[config.mk]
export PLATFORM = sky130hd
export DESIGN_NAME = fib_range_scanner
export DESIGN_NICKNAME = d
export VERILOG_FILES = /design/src/rtl/fib_range_scanner.sv
export SDC_FILE = /design/constraint.sdc
export NUM_CORES = 1
export LEC_CHECK = 0
export CORE_MARGIN = 3
export CORE_UTILIZATION = 56
export CTS_BUF_LIST = sky130_fd_sc_hd__clkbuf_8 sky130_fd_sc_hd__clkbuf_16
export DETAILED_ROUTE_END_ITERATION = 10
export PLACE_DENSITY = 0.94
export REMOVE_ABC_BUFFERS = 1
export SETUP_SLACK_MARGIN = 0.2
export SYNTH_ARGS = -nofsm -noshare
export SYNTH_HDL_FRONTEND = slang
export SYNTH_SLANG_ARGS = --single-unit
export TNS_END_PERCENT = 30
[constraint.sdc]
create_clock -name clk -period 5.5 [get_ports clk]
set_input_delay 0.825 -clock clk [delete_from_list [all_inputs] [get_ports clk]]
set_output_delay 0.825 -clock clk [all_outputs]
set_load 0.02 [all_outputs]
[src/rtl/fib_range_scanner.sv]
// ---------------------------------------------------------------------------
// fib_range_scanner
//
// Sequencer placed in front of an isFibonacci analyzer. It walks an inclusive
// range of numbers. For each number it presents the value on `number` and
// raises `go_i`. It waits for the analyzer to report a terminal state and
// records the result. It then drops `go_i` so the analyzer can return to its
// initial state before the next number is issued. When the range is
// exhausted it pulses `done`, and the hit count and the last hit remain
// readable until the next accepted `start`.
//
// Optional build macro:
//   SCAN_WATCHDOG_EN - adds a per-item watchdog. An item that has not
//                      finished after TIMEOUT WAIT cycles is scored as
//                      result 0 and sets the sticky `timeout_flag`.
//                      Without the macro, WAIT waits indefinitely and
//                      `timeout_flag` is tied to 0.
//
// Ports:
//   clk          in   system clock, rising edge
//   reset        in   synchronous active-high reset
//   start        in   single-cycle scan request, honoured only when idle
//   range_lo     in   first number (inclusive), captured with start
//   range_hi     in   last number (inclusive), captured with start
//   ana_result   in   analyzer result bit
//   ana_state    in   analyzer state code (terminal codes DONE_A / DONE_B)
//   number       out  number presented to the analyzer (registered)
//   go_i         out  analyzer go (registered)
//   busy         out  high whenever the scanner is not idle
//   done         out  one-cycle pulse at the end of a scan
//   hit_count    out  saturating count of results equal to 1
//   last_hit     out  most recent number whose result was 1 (0 if none)
//   timeout_flag out  sticky: some item of the scan hit the watchdog
// ---------------------------------------------------------------------------
module fib_range_scanner #(
  parameter int         WIDTH       = 32,
  parameter int         CNT_W       = 16,
  parameter logic [3:0] DONE_A      = 4'd7,
  parameter logic [3:0] DONE_B      = 4'd8,
  parameter int         RELEASE_CYC = 2
`ifdef SCAN_WATCHDOG_EN
  ,
  parameter int         TIMEOUT     = 1024
`endif
) (
  input  logic             clk,
  input  logic             reset,
  input  logic             start,
  input  logic [WIDTH-1:0] range_lo,
  input  logic [WIDTH-1:0] range_hi,
  input  logic             ana_result,
  input  logic [3:0]       ana_state,
  output logic [WIDTH-1:0] number,
  output logic             go_i,
  output logic             busy,
  output logic             done,
  output logic [CNT_W-1:0] hit_count,
  output logic [WIDTH-1:0] last_hit,
  output logic             timeout_flag
);

  localparam logic [2:0] ST_IDLE    = 3'd0;
  localparam logic [2:0] ST_ISSUE   = 3'd1;
  localparam logic [2:0] ST_WAIT    = 3'd2;
  localparam logic [2:0] ST_RELEASE = 3'd3;
  localparam logic [2:0] ST_FINISH  = 3'd4;

  // The RELEASE counter saturates at RELEASE_CYC-1. The exit edge is the
  // RELEASE_CYC-th edge spent in the state.
  localparam int               REL_W    = (RELEASE_CYC > 1) ? $clog2(RELEASE_CYC) : 1;
  localparam logic [REL_W-1:0] REL_LAST = REL_W'(RELEASE_CYC - 1);

  logic [2:0]       state_r;
  logic [WIDTH-1:0] cur_r;
  logic [WIDTH-1:0] hi_r;
  logic [WIDTH-1:0] number_r;
  logic             go_r;
  logic             busy_r;
  logic             done_r;
  logic [CNT_W-1:0] hit_count_r;
  logic [WIDTH-1:0] last_hit_r;
  logic [REL_W-1:0] rel_cnt_r;

  logic ana_done_s;
  logic rel_ok_s;
  logic start_accept_s;
  logic wd_expired_s;

  assign ana_done_s     = (ana_state == DONE_A) || (ana_state == DONE_B);
  assign rel_ok_s       = (rel_cnt_r == REL_LAST);
  assign start_accept_s = (state_r == ST_IDLE) && start;

`ifdef SCAN_WATCHDOG_EN
  localparam int              WD_W    = (TIMEOUT > 1) ? $clog2(TIMEOUT) : 1;
  localparam logic [WD_W-1:0] WD_LAST = WD_W'(TIMEOUT - 1);

  logic [WD_W-1:0] wdog_r;
  logic            timeout_r;

  // Counter value is (WAIT cycles - 1), so the last allowed cycle is TIMEOUT-1.
  assign wd_expired_s = (wdog_r == WD_LAST);
  assign timeout_flag = timeout_r;

  // Watchdog counter plus the sticky timeout flag. A real terminal state
  // seen on the same edge as expiry takes priority.
  always_ff @(posedge clk) begin
    if (reset) begin
      wdog_r    <= '0;
      timeout_r <= 1'b0;
    end else begin
      if (state_r == ST_ISSUE) begin
        wdog_r <= '0;
      end else if ((state_r == ST_WAIT) && !wd_expired_s) begin
        wdog_r <= wdog_r + WD_W'(1);
      end else begin
        wdog_r <= wdog_r;
      end

      if (start_accept_s) begin
        timeout_r <= 1'b0;
      end else if ((state_r == ST_WAIT) && !ana_done_s && wd_expired_s) begin
        timeout_r <= 1'b1;
      end else begin
        timeout_r <= timeout_r;
      end
    end
  end
`else
  assign wd_expired_s = 1'b0;
  assign timeout_flag = 1'b0;
`endif

  assign number    = number_r;
  assign go_i      = go_r;
  assign busy      = busy_r;
  assign done      = done_r;
  assign hit_count = hit_count_r;
  assign last_hit  = last_hit_r;

  // Main scan sequencer: walks cur_r from range_lo up to the captured range_hi.
  always_ff @(posedge clk) begin
    if (reset) begin
      state_r     <= ST_IDLE;
      cur_r       <= '0;
      hi_r        <= '0;
      number_r    <= '0;
      go_r        <= 1'b0;
      busy_r      <= 1'b0;
      done_r      <= 1'b0;
      hit_count_r <= '0;
      last_hit_r  <= '0;
      rel_cnt_r   <= '0;
    end else begin
      done_r <= 1'b0;
      case (state_r)
        ST_IDLE: begin
          if (start) begin
            hit_count_r <= '0;
            last_hit_r  <= '0;
            hi_r        <= range_hi;
            busy_r      <= 1'b1;
            if (range_lo > range_hi) begin
              state_r <= ST_FINISH;
            end else begin
              cur_r   <= range_lo;
              state_r <= ST_ISSUE;
            end
          end else begin
            state_r <= ST_IDLE;
          end
        end

        ST_ISSUE: begin
          number_r <= cur_r;
          go_r     <= 1'b1;
          state_r  <= ST_WAIT;
        end

        ST_WAIT: begin
          if (ana_done_s) begin
            if (ana_result) begin
              if (hit_count_r != {CNT_W{1'b1}}) begin
                hit_count_r <= hit_count_r + CNT_W'(1);
              end else begin
                hit_count_r <= hit_count_r;
              end
              last_hit_r <= cur_r;
            end else begin
              last_hit_r <= last_hit_r;
            end
            go_r      <= 1'b0;
            rel_cnt_r <= '0;
            state_r   <= ST_RELEASE;
          end else if (wd_expired_s) begin
            go_r      <= 1'b0;
            rel_cnt_r <= '0;
            state_r   <= ST_RELEASE;
          end else begin
            state_r <= ST_WAIT;
          end
        end

        ST_RELEASE: begin
          // Comparing against the upper bound before incrementing means a
          // range ending at all-ones never wraps back to zero.
          if (rel_ok_s && !ana_done_s) begin
            if (cur_r == hi_r) begin
              state_r <= ST_FINISH;
            end else begin
              cur_r   <= cur_r + WIDTH'(1);
              state_r <= ST_ISSUE;
            end
          end else begin
            if (rel_cnt_r != REL_LAST) begin
              rel_cnt_r <= rel_cnt_r + REL_W'(1);
            end else begin
              rel_cnt_r <= rel_cnt_r;
            end
            state_r <= ST_RELEASE;
          end
        end

        ST_FINISH: begin
          done_r  <= 1'b1;
          busy_r  <= 1'b0;
          state_r <= ST_IDLE;
        end

        default: begin
          state_r <= ST_IDLE;
          go_r    <= 1'b0;
          busy_r  <= 1'b0;
        end
      endcase
    end
  end

endmodule

==> impl_metrics.ini, run 1 <==
[detailed_routing]
wl_per_cell_um = 18.1
routed_wl_mm = 23.5
first_iter_violations = 1005
ant_nets = 0
dr_total_vias = 7784
drt-pass1-iter-count = 6
drc = 0
vias_per_cell = 6.00

[clocking]
tritoncts = built
cts.sinks = 151
cts_setup_buffers = 0
clk_path_buf_depth = 2
clock_latency_ns = 0.44
cts_resized = 0
clock-root-buffer = clkbuf_16
numCtsBuffers = 17
h-tree-depth = 4
postCtsHoldBufs = 0
cts.clk_slew.worst_paths_ns = 0.06

[synth]
ys_seq_area_share_pct = 39.0
synth_area_leader_cell = dfxtp_1
syn_avg_cell_area_sq_um = 7.72
ys_top_cells_by_area = dfxtp_1 39%, nand2_1 9.6%, a21oi_1 8.9%
syn_inst = 1004
yosys_register_bits = 151
ys.flop_type = dfxtp_1
yosys.area.top_type_share_pct = 39.0
syn_area_sq_um = 7750
async_flop_share_pct = 0
synth_cell_types = 68
yosysWarnings = 0
synth_edf_count = 0

[power]
p_leak_nw = 3.96
irDropWorstVdd_uv = 215
comb_power_share_pct = 14.9
power_frac_seq_pct = 40.7
p_switching_uw = 824
swShare_pct = 27.6
p_clk_share_pct = 44.3
power.density_nw_per_um2 = 302
p_int_mw = 2.16

[sta]
fmax_mhz = 241
fin_crit_ns = 4.16
rsz0062_at_grt = false
setup_violations = 0
slew-limit-headroom_pct = 21.0
finalClockSkew_ns = 0.00874
worstMarginPinSlew_ns = 1.18
hold_viol_final = 0
fin_crit_sh_pct = 75.6
slew_violations = 0
tns_ns = 0

[grt]
antenna_found_initial = 0
grt_max_degree = 66
gr-total-overflow = 0
grt_pass1_wl_mm = 36.8
track_usage_pct = 30.8
grt_pass1_vias = 7422

[critical_path]
r2r-end = cur_r[12]
rr_startpoint = cur_r[17]
cp-start-kind = input pin
rr_worst_depth = 8
end_kind = flop
path_max_fanout = 45
worstSetupPathType = input pin to flop
arrival_ns = 4.48
cp.required_ns = 5.82
r2r_slack_ns = 2.31

[layout]
area.growth.synth_to_final_pct = 27.6
register_area_sq_um = 3020
n_fill_cell = 966
drive_gt1_share_pct = 5.61
fin_cells = 1298
multi_input_area_sq_um = 4240
nNetsFinal = 1215
antenna_cells = 0

[min_path]
whs_endpoint = number[23]
hold_start = number[23]
hold_depth = 2
hp-class = flop to flop

[floorplan]
coreArea_sq_um = 13400
die_x_um = 124
dieHeight_um = 124
io_pins = 156
start_util_pct = 57.8
rows = 42
die_area_sq_um = 15300

[placed_design]
placed_cells = 1266
portBuffers = 154
place_hpwl_mm = 15.6
gp_congestion = 0.901

[run]
drv_cap = 0

[status]
run_status = completed
==> routing by layer <==
metal  global-route usage, %  vias to the layer above  share of wire (%)
li1                        -                     3671                  -
met1                    37.2                     3603                 39
met2                    50.4                      425                 46
met3                    10.2                       85                 10
met4                    12.9                        0                4.1
met5                       0                        -                  0
==> state kept, by name, indices dropped and copies added (netlist names) <==
name       count
busy           1
cur_r         32
done           1
go_i           1
hi_r          32
hit_count     16
last_hit      32
number        32
rel_cnt_r      1
state_r        3
==> cells in the mapped netlist (all sizes together), types with 3 or more instances <==
master	count
a211oi	6
a21o	5
a21oi	139
a22oi	4
a32o	23
and2	5
and3	38
buf	24
clkbuf	52
dfxtp	151
ha	34
inv	35
nand2	199
nand2b	3
nand3	24
nand3b	3
nand4	13
nor2	87
nor2b	3
nor3	19
nor4	19
o21ai	26
o31ai	6
o41ai	4
or2	4
or3	3
xor2	42
==> layout make-up <==
type                    count  area share, %
repair buffers            163           16.3
inverters                  36           1.37
flip-flops and latches    151           30.6
well taps                 176           2.23
clock buffers              20           4.72
multi-input cells         740           42.9
clock inverters            12           1.99
==> metrics by stage <==
| stage | hold WS, ns | util [%] | setup slack (ns) | power [mW] | area (sq um) |
|---|---|---|---|---|---|
| after detailed placement | 0.449 | 68.8 | 1.05 | 1.67 | 9220 |
| after floorplan | 0.442 | - | 2.10 | 1.46 | 7380 |
| after CTS | 0.457 | 73.8 | 1.46 | 2.97 | 9880 |
| after global placement | 0.441 | 68.8 | 1.19 | 1.65 | 9220 |
| after global routing | 0.480 | 73.8 | 1.20 | 3.07 | 9880 |
| final | 0.455 | 73.8 | 1.34 | 2.98 | 9880 |
==> how the worst max path moves through the flow <==
stage | slack (ns) | endpoint | startpoint
after global placement | 1.19 | cur_r[17] | range_hi[18]
final | 1.34 | cur_r[17] | range_hi[18]
after floorplan | 2.10 | cur_r[11] | range_hi[13]
after detailed placement | 1.05 | cur_r[19] | range_hi[18]
after CTS | 1.46 | cur_r[19] | range_hi[18]
after global routing | 1.20 | cur_r[17] | range_hi[18]
==> worst max-delay path: stages <==
cell	delay, ns
clkdlybuf4s50_1	0.49
inv_1	0.06
ha_1	0.32
a41o_1	0.26
a21oi_1	0.17
nor4_1	0.07
nor4_1	0.34
a32oi_1	0.22
o21ai_4	0.95
buf_4	0.35
o21ai_0	0.11
a32o_1	0.28
==> layout by cell type, fill, tap and decap left out, drive strengths merged, types with 10 or more instances in the layout <==
cell type,n
ha,34
xor2,42
a21oi,139
dfxtp,151
nand2,199
and3,38
buf,10
a32o,23
o21ai,26
nor4,19
nor2,87
nand3,24
inv,36
clkbuf,20
nand4,13
clkdlybuf4s50,153
nor3,19
==> cells by family (layout without fill, tap and decap cells) <==
kind of cell	after synthesis	count (layout)	share of synthesized area (%)
flops	151	151	39.0
other cells	1	1	0.0484
fa+ha+maj	34	34	5.49
xor+xnor	44	44	4.97
compound gates	230	230	18.2
buf+inv	113	231	6.43
simple gates	430	430	25.7
mux	1	1	0.129
==> power by group through the flow <==
stage | sequential, mW | combinational [mW] | clock [mW]
after CTS | 1.21 | 0.437 | 1.32
after global placement | 1.23 | 0.418 | 0
after global routing | 1.22 | 0.483 | 1.37
after floorplan | 1.23 | 0.229 | 0
final | 1.22 | 0.446 | 1.32
after detailed placement | 1.24 | 0.430 | 0
Power figures use the tool's default switching activity.
==> run 2, diff against run 1 <==
--- a/config.mk
+++ b/config.mk
@@ -6,10 +6,10 @@
 export NUM_CORES = 1
 export LEC_CHECK = 0
 export CORE_MARGIN = 3
-export CORE_UTILIZATION = 56
+export CORE_UTILIZATION = 47
 export CTS_BUF_LIST = sky130_fd_sc_hd__clkbuf_8 sky130_fd_sc_hd__clkbuf_16
 export DETAILED_ROUTE_END_ITERATION = 10
-export PLACE_DENSITY = 0.94
+export PLACE_DENSITY = 0.85
 export REMOVE_ABC_BUFFERS = 1
 export SETUP_SLACK_MARGIN = 0.2
 export SYNTH_ARGS = -nofsm -noshare
==> constraint.sdc (replaced) <==
create_clock -name clk -period 3.8 [get_ports clk]
set_input_delay 0.57 -clock clk [delete_from_list [all_inputs] [get_ports clk]]
set_output_delay 0.57 -clock clk [all_outputs]
set_load 0.02 [all_outputs]
==> run 2 against run 1 <==
Effect of this change: combinational power grew 47%; via count decreased by 1.9%; sequential cell count did not move; power up 44%; register-to-register slack lost 1.2 ns; critical path depth shrank 2; routed wire length decreased by 1.6%; global-route usage shrank 5.2 points; clock skew fell by 0.00074 ns; largest cell class unchanged; largest power group unchanged.
==> impl_metrics.ini, run 2 (synthesis gave the netlist of run 1 again) <==
[floorplan]
die_area_sq_um = 18100
io_pins = 156
rows = 46
start_util_pct = 48.4
die_x_um = 134
coreArea_sq_um = 16000
dieHeight_um = 134

[sta]
slew-limit-headroom_pct = 23.9
tns_ns = 0
slew_violations = 0
setup_ws_ns = 0.656
finalClockSkew_ns = 0.00800
hold_viol_final = 0
fin_crit_ns = 3.14
worstMarginPinSlew_ns = 1.14
fin_crit_sh_pct = 82.7
fmax_mhz = 318
rsz0062_at_grt = false
setup_violations = 0

[min_path]
hold_depth = 2
hp-class = flop to flop
hold_start = number[19]

[detailed_routing]
vias_per_cell = 5.68
dr_wl_met2_mm = 10.8
routed.top_layer = met5
route.met3.wl_mm = 2.13
first_iter_violations = 772
wl_per_cell_um = 17.2
drc = 0
dr_total_vias = 7635
routed_wl_mm = 23.1
drt-pass1-iter-count = 5
wl_met1_mm = 9.52
ant_nets = 0

[critical_path]
end_kind = flop
slowest_delay_ns = 0.50
crit_path_start = range_hi[15]
path_max_fanout = 5
cp-start-kind = input pin
rr_worst_depth = 10
path_cells = clkdlybuf4s50_1, inv_1, ha_1, nand4_1, nor4_1, a21boi_1, o41ai_1, a32oi_1, nor2_1, o41ai_1
cp_common_cell = o41ai_1
crit_slowest_cell = clkdlybuf4s50_1
arrival_ns = 3.46
rr_startpoint = cur_r[0]
cp.required_ns = 4.12
cp.depth = 10
worstSetupPathType = input pin to flop
path_buf_inv = 2
crit_family = compound AO/OA/AOI/OAI gates

[layout]
n_fill_cell = 1405
final_cell_mix = 198 x nand2_1, 153 x clkdlybuf4s50_1, 151 x dfxtp_1
nNetsFinal = 1222
register_area_sq_um = 3020
area.growth.synth_to_final_pct = 29.3
drive_gt1_share_pct = 6.11
layout.cells.most_common = nand2_1
multi_input_area_sq_um = 4240
antenna_cells = 0
utilization_pct = 62.6

[power]
power.density_nw_per_um2 = 428
irDropWorstVdd_uv = 366
p_leak_nw = 4.00

[grt]
grt_pass1_wl_mm = 37.2
antenna_found_initial = 1
gr-total-overflow = 0
grt_pass1_vias = 7469
grt_max_degree = 63
track_usage_pct = 25.6

[placed_design]
place_hpwl_mm = 16.3
gp_congestion = 0.915
portBuffers = 154
pre_cts_slack_ns = 0.304

[status]
run_status = completed

[clocking]
clock-root-buffer = clkbuf_16
cts.sinks = 151
postCtsHoldBufs = 0
tritoncts = built
cts.clk_slew.worst_paths_ns = 0.06
clk_path_buf_depth = 2
cts_setup_buffers = 0
clock_latency_ns = 0.43
cts_resized = 0
h-tree-depth = 4
numCtsBuffers = 17

[run]
drv_cap = 0
## run 2: cell types whose count changed in the layout (fill, tap and decap cells not counted)
cell | before | now
inv_1 | 35 | 36
clkinvlp_4 | 3 | 4
clkinv_4 | 0 | 1
buf_12 | 0 | 3
clkinv_2 | 3 | 2
clkbuf_8 | 3 | 2
buf_4 | 10 | 14
inv_6 | 1 | 0
## run 2: area by class of cell
class | count | share of cell area [%]
multi-input cells | 740 | 42.3
flip-flops and latches | 151 | 30.2
repair buffers | 170 | 16.9
clock buffers | 19 | 4.52
well taps | 216 | 2.70
clock inverters | 13 | 2.02
inverters | 36 | 1.35
## run 2: per-layer routing
metal	vias up	global-route usage (%)
li1	3685	-
met1	3561	32.1
met2	337	41.5
met3	50	7.65
met4	2	9.90
met5	-	0
## run 2: metrics by stage
step / std cells / hold WS [ns] / cell area (sq um) / total power [mW]
finish: 1345 / 0.454 / 10000 / 4.28
global route: 1345 / 0.481 / 10000 / 4.46
CTS: 1345 / 0.457 / 10000 / 4.30
detailed placement: 1313 / 0.449 / 9360 / 2.44
global placement: 1313 / 0.442 / 9360 / 2.42
floorplan: 927 / 0.442 / 7380 / 2.11
## run 2: worst paths after layout
kind | slack (ns) | end
hold reg to reg | 0.45 | number[19]
setup reg to reg | 1.10 | cur_r[26]
setup / recovery | 0.66 | cur_r[24]
hold / removal | 0.45 | number[19]
## run 2: power by group
part           internal (mW)  total, mW  switching [mW]
Clock                   1.20       1.87           0.674
Sequential              1.66       1.76           0.100
Combinational          0.269      0.656           0.387
## run 2: tightest hold or removal path: stages, from the launching register on
cell     delay, ns
dfxtp_1       0.31
nand2_1       0.05
a21oi_1       0.05
